**config.mk**
```make
export PLATFORM = sky130hd
export DESIGN_NAME = dataflow_carry
export DESIGN_NICKNAME = d
export VERILOG_FILES = /design/src/rtl/dataflow_carry.sv
export SDC_FILE = /design/constraint.sdc
export NUM_CORES = 1
export LEC_CHECK = 0
export ABC_AREA = 1
export BUFFER_PORTS_ARGS = -buffer_cell sky130_fd_sc_hd__buf_2
export CAP_MARGIN = 15
export CORE_ASPECT_RATIO = 0.9
export CORE_UTILIZATION = 30
export DETAILED_ROUTE_END_ITERATION = 8
export GPL_ROUTABILITY_DRIVEN = 0
export PLACE_DENSITY = 0.64
export SLEW_MARGIN = 5
export SYNTH_ARGS = -nofsm -noshare
export SYNTH_HDL_FRONTEND = slang
export SYNTH_SLANG_ARGS = --single-unit
```
**constraint.sdc**
```tcl
create_clock -name clk -period 1.39 [get_ports clk]
set_input_delay 0.139 -clock clk [delete_from_list [all_inputs] [get_ports clk]]
set_output_delay 0.139 -clock clk [all_outputs]
set_load 0.02 [all_outputs]
```
**src/rtl/dataflow_carry.sv**
```systemverilog
// dataflow_carry: loop-carried value merge of init and loop-back streams.
// Define DATAFLOW_CARRY_OUT_REG_EN for a one-entry registered output stage.
module dataflow_carry #(
  parameter int WIDTH = 32
) (
  input  logic             clk,
  input  logic             rst,
  input  logic             cond_valid,
  output logic             cond_ready,
  input  logic             cond_data,
  input  logic             init_valid,
  output logic             init_ready,
  input  logic [WIDTH-1:0] init_data,
  input  logic             next_valid,
  output logic             next_ready,
  input  logic [WIDTH-1:0] next_data,
  output logic             out_valid,
  input  logic             out_ready,
  output logic [WIDTH-1:0] out_data,
  output logic             in_loop,
  output logic [15:0]      iter_count
);

  typedef enum logic {
    S_INIT,
    S_LOOP
  } state_t;

  state_t           r_state;
  state_t           w_state_nxt;
  logic [15:0]      r_iter;
  logic [15:0]      w_iter_nxt;
  logic             w_can_emit;
  logic [WIDTH-1:0] w_sel_data;

  assign w_sel_data = (r_state == S_INIT) ? init_data : next_data;

`ifdef DATAFLOW_CARRY_OUT_REG_EN
  logic             r_slot_valid;
  logic [WIDTH-1:0] r_slot_data;
  logic             w_emit;

  assign w_can_emit = !r_slot_valid || out_ready;
  // next_ready is only high on a continue fire with next_valid set
  assign w_emit     = (init_valid && init_ready) || next_ready;

  always_ff @(posedge clk) begin
    if (rst) begin
      r_slot_valid <= 1'b0;
      r_slot_data  <= '0;
    end else if (w_emit) begin
      r_slot_valid <= 1'b1;
      r_slot_data  <= w_sel_data;
    end else if (out_ready) begin
      r_slot_valid <= 1'b0;
    end
  end

  assign out_valid = r_slot_valid && !rst;
  assign out_data  = r_slot_data;
`else
  assign w_can_emit = out_ready;
  assign out_valid  = !rst &&
    (((r_state == S_INIT) && init_valid) ||
     ((r_state == S_LOOP) && cond_valid &&
      cond_data && next_valid));
  assign out_data   = w_sel_data;
`endif

  always_comb begin
    init_ready  = 1'b0;
    cond_ready  = 1'b0;
    next_ready  = 1'b0;
    w_state_nxt = r_state;
    w_iter_nxt  = r_iter;
    if (!rst) begin
      unique case (r_state)
        S_INIT: begin
          init_ready = w_can_emit;
          if (init_valid && w_can_emit) begin
            w_iter_nxt  = '0;
            w_state_nxt = S_LOOP;
          end
        end
        S_LOOP: begin
          unique case (1'b1)
            (cond_valid && cond_data): begin
              cond_ready = next_valid && w_can_emit;
              next_ready = next_valid && w_can_emit;
              if (next_valid && w_can_emit) begin
                if (r_iter != 16'hFFFF)
                  w_iter_nxt = r_iter + 16'd1;
              end
            end
            (cond_valid && !cond_data): begin
              cond_ready  = 1'b1;
              w_state_nxt = S_INIT;
            end
            default: ;
          endcase
        end
        default: ;
      endcase
    end
  end

  always_ff @(posedge clk) begin
    if (rst) begin
      r_state <= S_INIT;
      r_iter  <= '0;
    end else begin
      r_state <= w_state_nxt;
      r_iter  <= w_iter_nxt;
    end
  end

  assign in_loop    = (r_state == S_LOOP);
  assign iter_count = r_iter;

endmodule

```
== After elaboration in Yosys (flattened, before gate mapping) ==
Cells that the tools add are included.
Word-level totals
  register bits: 17
  input port bits: 71
  output and inout port bits: 53
  word-level logic and storage cells: 39
Cells by class
  add/subtract/negate cells: 1
  equality and inequality tests: 5
  muxes and demuxes: 17
  bitwise gates (word level): 1
  reductions and logical operators: 13
Operators by type and width (count)
  two-way mux 16 bit: 4
  two-way mux 32 bit: 1
  case mux 16 bit (2 select lines): 1
  adder 16 x 1 -> 16 bit (second input constant): 1
  inequality test 16 bit (second input constant): 1
  logical AND 1 bit: 9
  two-way mux 1 bit: 9
  inequality test 2 x 1 -> 1 bit (second input constant): 4
  case mux 1 bit (2 select lines): 2
  AND reduction 4 bit: 1
  zero test 1 bit: 2
  logical OR 1 bit: 1
  inverter 1 bit: 1

== Logic depth before layout (Yosys ltp) ==
  word-level depth: 5
  gate-level depth with buffers: 10
  mapped depth without buffers: 10

== Worst setup path after synthesis ==
OpenSTA, ideal clock, no wires.
  kind: register to output
  start: register r_state (netlist: in_loop)
  end: output cond_ready
  arrival: 1.586 ns
  required time: 1.251 ns
  setup slack: -0.335 ns
  cell stages (with the launch flop): 5
  path buffers: 0
  path through: dfxtp_1 -> inv_1 -> nor2_1 -> inv_1 -> o21ai_0
On the way
  word-level cells in the longest chain between the ends: 2
RTL lines
  start, declared: RTL line 29  | state_t r_state;
  start signal, assigned: RTL line 112  | r_state <= w_state_nxt;
  two-way mux 1 bit: RTL line 77  | unique case (r_state)
  two-way mux 1 bit: RTL line 76  | if (!rst) begin
  end, declared: RTL line 9  | output logic cond_ready,
Every way passes these cells.

== Final worst setup path ==
  start: register r_iter[0] (netlist: iter_count[0])
  end: register r_iter[11] (netlist: iter_count[11])
On the way
  word-level cells in the longest chain between the ends: 5
  elaborated cells on any way between the ends: 8
  those cells by class: 1 x add/sub; 2 x eq/ne; 4 x mux; 1 x reduce/logical
RTL lines
  start, declared: RTL line 31  | logic [15:0] r_iter;
  start signal, assigned: RTL line 113  | r_iter <= w_iter_nxt;
  adder 16 x 1 -> 16 bit: RTL line 92  | w_iter_nxt = r_iter + 16'd1;
  two-way mux 16 bit: RTL line 91  | if (r_iter != 16'hFFFF)
  two-way mux 16 bit: RTL line 90  | if (next_valid && w_can_emit) begin
  two-way mux 16 bit: RTL line 86  | unique case (1'b1)
  case mux 16 bit (2 select lines): RTL line 77
Parallel ways exist; a longest one is shown, timed or not. The select of a mux whose other input is x is not followed.
A chain may end at the register's enable or synchronous reset.

==> flow_summary.ini <==
[clocking]
clk_latency_ns = 0.26
cts_made_buffers = 3
cts_tree = yes
cts_num_sinks = 17
clk_path_buf_depth = 2
clkTransAtPathRegs_ns = 0.07
htree_levels = 1
cts-root-buf = clkbuf_8

[finish]
antenna_cells = 0
regArea_um2 = 363
drive_gt1_frac = 0.490
nets = 522
multi_input_area_um2 = 1250
n_fill_cell = 530
final_area_um2 = 2820
instances_no_fill = 516
area_growth_pct = 72.6

[yosys]
async_reset_ff_frac = 0
ys_ff_latch = 17
yosys_warnings = 0
netlist.area_leader.share = 0.336
synth.most_common_cell = nand2_1
yosysSeqAreaShare = 0.209
synth_commonest_cells = 146 x nand2_1, 26 x nand3_1, 26 x nor2_1
syn_nets = 367
synth_area_leader_cell = nand2_1
syn-cell-area_um2 = 1630
syn_area_per_cell_um2 = 5.53
synth_cell_types = 27
synth_flop_cell = dfxtp_1
netlist_top_cells_area = nand2_1 34%, dfxtp_1 21%, nand3_1 8.0%
syn_inst = 295
synth-edff-count = 0

[sta]
tightest_slew_ns = 0.287
finalCritPeriodShare = 1.09
drv_slew = 0
max_clock_freq_ghz = 0.663
relSlewSlack = 0.808
clock_skew_ns = 0.00522
tns_ns = -1.90
worst_slack_ns = -0.119
timing.final.hold_violations = 0
rsz0062_at_grt = true
fin_crit_ns = 1.51
finalSetupViolCount = 32

[min_path]
min_from = rst
min_path_type = primary input to flip-flop

[global_route]
grt_pass1_wl_mm = 9.16
grtUsageTotal = 0.200
grt_pass1_vias = 1961
grt_max_degree = 19
grt_overflow = 0
antenna_found_initial = 0

[drt]
drt-total-wl_mm = 6.08
drt_first_pass_iters = 4
viasPerCell = 4.52
wl_per_cell_um = 11.8
postRouteAntennaNets = 0
drt_iter0_markers = 82
via_count = 2333
drc_errors = 0

[power]
switching_power_w = 0.000747
power_frac_clock = 0.206
power.internal_w = 0.00114
ir_worst_vdd_uv = 409
p_comb_frac = 0.504
p_sw_frac = 0.395
p_per_area_nw_per_um2 = 671
power_frac_seq = 0.290
power.leakage_nw = 1.49

[run_status]
status = complete, but fails checks
violations = negative setup slack

[placement]
dp.cells = 505
placed_cell_area_um2 = 2610
io_buffers = 123
dpl.hpwl_mm = 4.55

[floorplan]
design.core.area_um2 = 5260
io_pins = 124
fp.dieH_um = 72.0
rows = 25
start_util = 0.310
die_w_um = 79.7
die_area_um2 = 5740

[worst_setup_path]
cp.required_ns = 1.54
arrival_ns = 1.66
critPathLaunch = iter_count[0]
worstSetupPathType = flip-flop to flip-flop
critPathLaunchType = flip-flop
path_max_fanout = 8
reg2reg_from = iter_count[0]
worstSetupEndpointType = flip-flop

[job]
drv_cap = 0
metal layers:
metal	wire length, um	vias to the layer above	part of all wire	GRT usage
met5	0	-	0	0
met4	45	0	0.0074	0.0456
met3	252	4	0.041	0.0289
met2	2870	66	0.47	0.318
met1	2910	1025	0.48	0.287
li1	-	1238	-	-
layout by cell type, fill, tap and decap left out, types with 2 or more instances in the layout:
cell type,Yosys,final
buf_4,0,33
nand2_2,6,8
o21bai_1,3,3
a21oi_4,0,2
clkbuf_8,0,3
dfxtp_4,0,2
nor2_4,2,4
nand2_1,146,143
nand2_4,2,2
dfxtp_2,0,12
nand4_1,3,3
nor2_2,2,6
nand3_1,26,26
buf_2,2,121
buf_12,0,4
nand2_8,1,2
dfxtp_1,17,3
a21oi_2,14,12
inv_1,17,16
nor2_1,26,20
a21oi_1,9,9
critical path, stage by stage, from the launching register on:
cell	delay [ns]
dfxtp_4	0.37
ha_4	0.16
nand2_4	0.06
nor2_4	0.10
nand2_2	0.08
o21ai_4	0.15
nand2_4	0.12
buf_12	0.18
a21oi_2	0.13
a21oi_2	0.04
logic make-up (layout without fill, tap and decap cells):
group	count (synthesis)	in the layout	share of synthesized area
AOI/OAI and AO/OA	30	30	0.137
DFF	17	17	0.209
buffers and inverters	29	183	0.0729
and+or+nand+nor	217	217	0.569
xor gates and xnor gates	1	1	0.00537
adders and majority gates	1	1	0.00767
state kept, by name, summed over array words and instances, names as in the netlist:
name	flops
iter_count	16
in_loop	1
area by class of cell:
| class | instances | share of cell area |
|---|---|---|
| tap | 67 | 0.0298 |
| clock buffer | 4 | 0.0160 |
| sequential | 17 | 0.129 |
| inverter | 18 | 0.0249 |
| multi-input combinational | 249 | 0.444 |
| timing repair buffer | 161 | 0.357 |
through the flow:
stage	total power, W	utilization	hold WS (ns)	worst slack (ns)
after CTS	0.00188	0.530	0.159	-0.0887
final	0.00189	0.536	0.157	-0.119
after global routing	0.00199	0.536	0.163	-0.201
after global placement	0.00142	0.496	0.423	-0.0834
after detailed placement	0.00143	0.496	0.430	-0.137
after floorplan	0.00105	-	0.313	-0.108
repair_timing:
action | 4_1_cts | 5_1_grt
gates resized for setup | 9 | 10
endpoints found under the hold margin | 0 | 0
hold buffers | 0 | 0
setup endpoints to repair | 26 | 40
setup buffers | 5 | 0
pin swaps | 2 | 5
gates cloned | 2 | 0
worst paths after layout:
| kind | depth (start not counted) | slack [ns] | to |
|---|---|---|---|
| setup reg to reg | 9 | -0.12 | iter_count[11] |
| setup / recovery | 9 | -0.12 | iter_count[11] |
| hold / removal | 2 | 0.16 | iter_count[8] |
| hold reg to reg | 2 | 0.50 | iter_count[6] |
power by group through the flow:
stage          Sequential, W  Combinational, W  Clock, W
2_1_floorplan       0.000612          0.000437         0
3_3_place_gp        0.000553          0.000863         0
3_5_place_dp        0.000557          0.000874         0
4_1_cts             0.000548          0.000939  0.000391
5_1_grt             0.000551           0.00103  0.000414
6_report            0.000548          0.000952  0.000389
No activity file was read; power rests on OpenSTA's default activity.
